**config.mk**
```make
export PLATFORM = sky130hd
export DESIGN_NAME = spi_reg_bridge
export DESIGN_NICKNAME = d
export VERILOG_FILES = /design/src/rtl/spi_reg_bridge.sv
export SDC_FILE = /design/constraint.sdc
export NUM_CORES = 1
export LEC_CHECK = 0
export BUFFER_PORTS_ARGS = -buffer_cell sky130_fd_sc_hd__clkbuf_2
export CAP_MARGIN = 20
export CORE_UTILIZATION = 53
export CTS_BUF_LIST = sky130_fd_sc_hd__clkbuf_8
export DETAILED_ROUTE_END_ITERATION = 10
export PLACE_DENSITY = 0.85
export SYNTH_ARGS = -nofsm -noshare
export SYNTH_HDL_FRONTEND = slang
export SYNTH_SLANG_ARGS = --single-unit
```
**constraint.sdc**
```tcl
create_clock -name Clk -period 1.9 [get_ports Clk]
set_input_delay 0 -clock Clk [delete_from_list [all_inputs] [get_ports Clk]]
set_output_delay 0 -clock Clk [all_outputs]
set_load 0.03 [all_outputs]
```
**src/rtl/spi_reg_bridge.sv**
```systemverilog
// Byte-level bridge from an SPI slave to a simple register bus.
// Frame: {RW, ADDR[6:0]} followed by data bytes; reads are fetched one byte ahead of MISO.
module spi_reg_bridge #(
    parameter logic [7:0]  DUMMY_BYTE = 8'h00,
    parameter int unsigned RD_LATENCY = 1,
    parameter bit          AUTO_INC   = 1'b1
) (
    input  logic       Clk,
    input  logic       Rst,
    input  logic [7:0] Recive_Data,
    input  logic       Recive_Data_Valid,
    input  logic       Trans_Start,
    input  logic       Trans_End,
    output logic [7:0] Send_Data,
    output logic       Send_Data_Valid,
    output logic [6:0] Reg_Addr,
    output logic [7:0] Reg_Wdata,
    output logic       Reg_Wr,
    output logic       Reg_Rd,
    input  logic [7:0] Reg_Rdata,
    output logic       Busy,
    output logic       Rd_Underrun
);

    // Out-of-range latencies are clamped so the fetch counter always terminates.
    localparam int unsigned LAT     = (RD_LATENCY < 1) ? 1 : ((RD_LATENCY > 4) ? 4 : RD_LATENCY);
    localparam logic [2:0]  LAT_CNT = 3'(LAT);

    typedef enum logic [2:0] {
        IDLE     = 3'd0,
        CMD      = 3'd1,
        WR_DATA  = 3'd2,
        RD_FETCH = 3'd3,
        RD_DATA  = 3'd4
    } state_t;

    state_t     r_state;
    logic [7:0] r_send_data;
    logic       r_send_valid;
    logic [6:0] r_addr;
    logic [7:0] r_wdata;
    logic       r_wr;
    logic       r_rd;
    logic       r_underrun;
    logic [2:0] r_cnt;

    state_t     w_state_next;
    logic [7:0] w_send_data_next;
    logic       w_send_valid_next;
    logic [6:0] w_addr_next;
    logic [7:0] w_wdata_next;
    logic       w_wr_next;
    logic       w_rd_next;
    logic       w_underrun_next;
    logic [2:0] w_cnt_next;

    always_ff @(posedge Clk) begin
        if (Rst) begin
            r_state      <= IDLE;
            r_send_data  <= DUMMY_BYTE;
            r_send_valid <= 1'b0;
            r_addr       <= 7'd0;
            r_wdata      <= 8'd0;
            r_wr         <= 1'b0;
            r_rd         <= 1'b0;
            r_underrun   <= 1'b0;
            r_cnt        <= 3'd0;
        end else begin
            r_state      <= w_state_next;
            r_send_data  <= w_send_data_next;
            r_send_valid <= w_send_valid_next;
            r_addr       <= w_addr_next;
            r_wdata      <= w_wdata_next;
            r_wr         <= w_wr_next;
            r_rd         <= w_rd_next;
            r_underrun   <= w_underrun_next;
            r_cnt        <= w_cnt_next;
        end
    end

    always_comb begin
        w_state_next      = r_state;
        w_send_data_next  = r_send_data;
        w_send_valid_next = 1'b0;
        w_wdata_next      = r_wdata;
        w_wr_next         = 1'b0;
        w_rd_next         = 1'b0;
        w_underrun_next   = r_underrun;
        w_cnt_next        = (r_cnt != 3'd0) ? (r_cnt - 3'd1) : 3'd0;
        // A write's address step lands the cycle after its strobe, so Reg_Addr is stable under Reg_Wr.
        if (AUTO_INC && r_wr) begin
            w_addr_next = r_addr + 7'd1;
        end else begin
            w_addr_next = r_addr;
        end

        unique case (r_state)
            IDLE: begin
            end
            CMD: begin
                if (Recive_Data_Valid) begin
                    w_addr_next = Recive_Data[6:0];
                    if (!Recive_Data[7]) begin
                        w_state_next = WR_DATA;
                    end else if (!Trans_End) begin
                        w_rd_next    = 1'b1;
                        w_cnt_next   = LAT_CNT;
                        w_state_next = RD_FETCH;
                    end
                end
            end
            WR_DATA: begin
                if (Recive_Data_Valid) begin
                    w_wr_next    = 1'b1;
                    w_wdata_next = Recive_Data;
                end
            end
            RD_FETCH: begin
                if (Recive_Data_Valid) begin
                    w_underrun_next = 1'b1;
                end
                // A fetch cut short by CS rising still finishes on the bus but never reaches MISO.
                if ((r_cnt == 3'd0) && !Trans_End) begin
                    w_send_data_next  = Reg_Rdata;
                    w_send_valid_next = 1'b1;
                    w_state_next      = RD_DATA;
                end
            end
            RD_DATA: begin
                if (Recive_Data_Valid) begin
                    if (AUTO_INC) begin
                        w_addr_next = r_addr + 7'd1;
                    end
                    if (!Trans_End) begin
                        w_rd_next    = 1'b1;
                        w_cnt_next   = LAT_CNT;
                        w_state_next = RD_FETCH;
                    end
                end
            end
            default: begin
                w_state_next = IDLE;
            end
        endcase

        if (Trans_End) begin
            w_state_next = IDLE;
        end
        if (Trans_Start) begin
            w_state_next      = CMD;
            w_send_data_next  = DUMMY_BYTE;
            w_send_valid_next = 1'b1;
            w_wr_next         = 1'b0;
            w_rd_next         = 1'b0;
        end
    end

    assign Send_Data       = r_send_data;
    assign Send_Data_Valid = r_send_valid;
    assign Reg_Addr        = r_addr;
    assign Reg_Wdata       = r_wdata;
    assign Reg_Wr          = r_wr;
    assign Reg_Rd          = r_rd;
    assign Busy            = (r_state != IDLE);
    assign Rd_Underrun     = r_underrun;

endmodule
```
Word-level counts from Yosys, hierarchy flattened:

Cells that the tools add are included.

* add/sub/neg operators: 2
* multipliers: 0
* divide/modulo/power cells: 0
* $lt $le $gt $ge: 0
* eq/ne operators: 11
* shift-type cells: 0
* mux-type cells: 26
* bitwise gates (word level): 2
* reductions and logical operators: 15

Operators by type and width (count)
* $mux W3: 8
* $mux W7: 3
* $pmux W7 S2: 1
* $ne A4 B4 Y1 const B: 3
* $pmux W3 S4: 1
* $mux W1: 11
* $reduce_and A4 Y1: 2
* $add A7 B1 Y7 const B: 1
* $eq A3 B2 Y1 const B: 2
* $logic_not A3 Y1: 2
* $ne A2 B2 Y1 const B: 3
* $pmux W3 S2: 1
* $reduce_and A2 Y1: 3
* $reduce_bool A3 Y1: 2
* $reduce_or A3 Y1: 2
* $reduce_or A2 Y1: 2
* $eq A3 B1 Y1 const B: 1
* $eq A3 B3 Y1 const B: 1
* $ne A3 B1 Y1 const B: 1
* $sub A3 B1 Y3 const B: 1
* $not A1 Y1: 2
* $pmux W1 S2: 1
* $logic_and A1 B1 Y1: 1
* $logic_not A1 Y1: 1

* bits in registers: 33
* bits in latches: 0
* memory bits (writable): 0
* memory bits (read-only): 0
* input port bits: 21
* word-level logic and storage cells: 66
* memories: 0

Logic depth before layout (Yosys ltp):

* depth in word-level cells: 6
* gate-level depth with buffers: 5

Worst setup path before layout:

Ideal clock, no wire load.

* kind: register -> register
* start: register r_addr[0], in the netlist Reg_Addr[0]
* end: register r_addr[6], in the netlist Reg_Addr[6]
* arrival: 1.511 ns
* data required time: 1.764 ns
* path slack: 0.253 ns
* stages on the path, launching flop included: 6
* period minus slack after synthesis: 1.647 ns
* cell sequence: dfxtp_1 > ha_1 > nand3_1 > o21a_1 > o311ai_0 > nand3_1

* word-level cells in the longest chain between the ends: 4
* elaborated cells between the ends (all ways): 5
* those cells by class: add/sub (1); mux (4)

RTL lines
* from (decl): line 40 `logic [6:0] r_addr;`
* from (signal assigned): line 72 `r_addr <= w_addr_next;`
* $add A7 B1 Y7 *: line 92, 132
* $mux W7: line 91 `if (AUTO_INC && r_wr) begin`
* $mux W7 (on tied branches): line 130, 101
* $pmux W7 S2 *: line 97 `unique case (r_state)`

Every way passes the cells marked *; elsewhere a longest branch is shown, timed or not.
A chain may end at the register's enable or synchronous reset.

Final worst setup path:

* start: input Trans_End
* end: register r_send_data[2], in the netlist Send_Data[2]

* word-level cells in the longest chain between the ends: 3

RTL lines
* from (decl): line 13 `input logic Trans_End,`
* $logic_not A1 Y1
* $logic_and A1 B1 Y1: line 123 `if ((r_cnt == 3'd0) && !Trans_End) begin`
* $reduce_and A2 Y1 (no source line)
* to (signal assigned): line 70 `r_send_data <= w_send_data_next;`
* to (decl): line 38 `logic [7:0] r_send_data;`

Every way passes these cells.

==> flow_summary.yaml <==
synth:
  yosysUniqueCellTypes: 49
  yosysSeqAreaShare: 0.394
  synth_seq_cells: 33
  synth-edff-count: 0
  synth-main-ff-cell: "dfxtp_1"
  synth-warning-count: 0
  synth_nets: 217
  ys_async_sr_fraction: 0
  syn_area_um2: 1680
  synth.avg_cell_area_um2: 8.59
  netlist_instances: 195
place:
  pre_cts_slack_ns: 0.247
  dp_hpwl_um: 2710
  io_buffers: 48
  dp_cells: 276
  place_congestion: 0.804
min_path:
  holdPathStages: 2
  hold_path.startpoint: "Rst"
  hold_path.class: "input port to flop"
  holdPathEnd: "r_cnt[0]"
critical_path:
  slowest_stage: "and3_1"
  r2r_slack_ns: 0.13
  cp_max_fo: 10
  worst_setup_path_start_kind: "input port"
  worstPathArrival_ns: 1.94
  path_cells: "dlygate4sd3_1 > clkbuf_2 > nor4_4 > and3_1 > mux2i_1 > nor2_1"
  path_buf_inv: 2
  path_class: "input port to flop"
  critPathMaxStageDelay_ns: 0.55
  crit_required_ns: 2.07
  cp-end-kind: "flop"
  r2r-end: "Send_Data[2]"
  crit_family: "simple AND/OR/NAND/NOR gates"
  rr_startpoint: "r_cnt[1]"
  reg2reg_depth: 4
layout:
  drive_gt1_frac: 0.256
  nNetsFinal: 279
  register_area_um2: 661
  area_growth_pct: 31.3
  n_antenna_cell: 0
  final_cells: 302
  fillers: 238
  multi_input_area_um2: 925
global_route:
  antenna_found_initial: 0
  overflow: 0
  grt_max_degree: 22
  grt_pass1_vias: 1531
  grt_pass1_wl_um: 6950
  grt.total_usage: 0.267
die:
  die_x_um: 58.2
  core_um2: 3030
  die_height_um: 58.2
  dieArea_um2: 3390
  fp-row-count: 20
  initial_utilization: 0.553
  ioPinCount: 49
timing:
  finClkSkew_ns: 0.00524
  setup_viol: 0
  fmax_ghz: 0.565
  period_minus_slack_ns: 1.77
  slew_headroom: 0.615
  post-route-period-util: 0.932
  rsz0062_at_grt: "no"
  hold_viol_final: 0
  worst_pin_slew_ns: 0.577
  setup_tns_ns: 0
  worst_slack_ns: 0.129
  drv_slew: 0
cts:
  cts_tree: "yes"
  clock_path_buffers: 2
  cts.root.buffer_cell: "clkbuf_8"
  cts_buffers: 5
  cts.sinks: 33
  htreeDepth: 2
  cts.clk_slew.worst_paths_ns: 0.07
  clk_latency_ns: 0.29
flow_run:
  drv_cap: 0
detailed_routing:
  drtPass1Iterations: 4
  drtIter0Drc: 170
  drcViolationCount: 0
  routed-via-count: 1665
  wl_um: 4340
  vias_per_cell: 5.51
  postRouteAntennaNets: 0
  avgRoutedWirePerCell_um: 14.4
power_and_ir_drop:
  power_uw: 1590
  leakage_uw: 0.000865
  ir_worst_vdd_mv: 0.471
  power_density_nw_per_um2: 722
status:
  status: "completed"
metrics by stage:
| step | hold WS [ns] | area, um^2 | util |
|---|---|---|---|
| after floorplan | 0.0785 | 1680 | - |
| after global placement | 0.232 | 1900 | 0.629 |
| final | 0.188 | 2200 | 0.726 |
| after CTS | 0.187 | 2200 | 0.726 |
| after global routing | 0.217 | 2200 | 0.726 |
| after detailed placement | 0.248 | 1900 | 0.629 |
metal layers:
layer  GRT usage  vias to the layer above  routed length (um)
li1            -                      818                   -
met2       0.481                       65                2200
met4      0.0816                        0                  72
met5           0                        -                   0
met1       0.316                      772                1790
met3      0.0580                       10                 275
how the worst max path moves through the flow:
stage	start	endpoint	slack (ns)	cells after the start
floorplan	Reg_Addr[0]	Reg_Addr[6]	0.25	5
global placement	r_cnt[1]	Send_Data[1]	0.33	4
detailed placement	r_cnt[1]	Send_Data[4]	0.25	4
CTS	Trans_End	Send_Data[4]	0.23	6
global route	r_state[1]	Send_Data[2]	0.04	3
finish	Trans_End	Send_Data[2]	0.13	6
flip-flops by register name, summed over array words and instances (netlist names):
signal / cells
Rd_Underrun: 1
Reg_Addr: 7
Reg_Rd: 1
Reg_Wdata: 8
Reg_Wr: 1
Send_Data: 8
Send_Data_Valid: 1
r_cnt: 3
r_state: 3
worst reg2reg max path: stages (launching register included):
cell	delay, ns
dfxtp_1	0.36
nor4_4	0.33
and3_1	0.55
mux2i_1	0.34
nor2_1	0.07
cells in the mapped netlist (2+ instances only):
cell        n  area share
nand4_1     3       0.011
buf_4       2      0.0090
nor3_1      6       0.018
o2bb2ai_1   2       0.010
a21oi_1    16       0.048
and3_1      2      0.0075
clkbuf_1    4      0.0090
o21ai_0     5       0.015
nand2_1    27       0.060
buf_2       3      0.0090
a31oi_1     3       0.011
or2_2       2      0.0075
xor2_1      3       0.016
o22ai_1     2      0.0075
o311ai_0    2       0.010
buf_6       3       0.020
dfxtp_1    33        0.39
xnor2_1     3       0.016
nor2_1     18       0.040
o21a_1      5       0.022
mux2i_1     9       0.054
nand2b_1    5       0.019
o21bai_1    3       0.013
nand3_1     8       0.024
nor2b_1     2      0.0075
report_power, final:
group,switching [uW],internal (uW)
clock,261,422
combinational,98.9,84.6
sequential,19.1,703
total,379,1210
what timing repair did:
item,in CTS,in global routing
buffers inserted,0,0
hold endpoints to repair,19,0
hold buffers,18,0
resized for setup,0,0
layout make-up:
| class | instances | share of cell area |
|---|---|---|
| clock inverter | 2 | 0.0154 |
| inverter | 2 | 0.00341 |
| tap | 44 | 0.0250 |
| clock buffer | 6 | 0.0375 |
| timing repair buffer | 68 | 0.198 |
| sequential | 33 | 0.300 |
| multi-input combinational | 147 | 0.420 |
layout by cell type, fill, tap and decap left out, types with 3 or more instances in the layout:
master,synthesis,final
clkbuf_2,0,48
o21a_1,5,5
a21oi_1,16,16
nor2_1,18,18
nand2b_1,5,5
mux2i_1,9,9
clkbuf_8,0,6
dfxtp_1,33,33
a31oi_1,3,3
dlygate4sd3_1,0,18
o21ai_0,5,5
o21bai_1,3,3
nor3_1,6,6
nand3_1,8,8
nand4_1,3,3
nand2_1,27,27
xor2_1,3,3
xnor2_1,3,3
cells by family (layout without fill, tap and decap cells):
kind of cell	Yosys count	count (layout)	synth area share
simple gates	85	85	0.279
fa+ha+maj	1	1	0.00747
compound gates	46	46	0.181
xor+xnor	6	6	0.0314
buf+inv	15	78	0.0538
mux	9	9	0.0538
flops	33	33	0.394
Power figures use the tool's default switching activity.
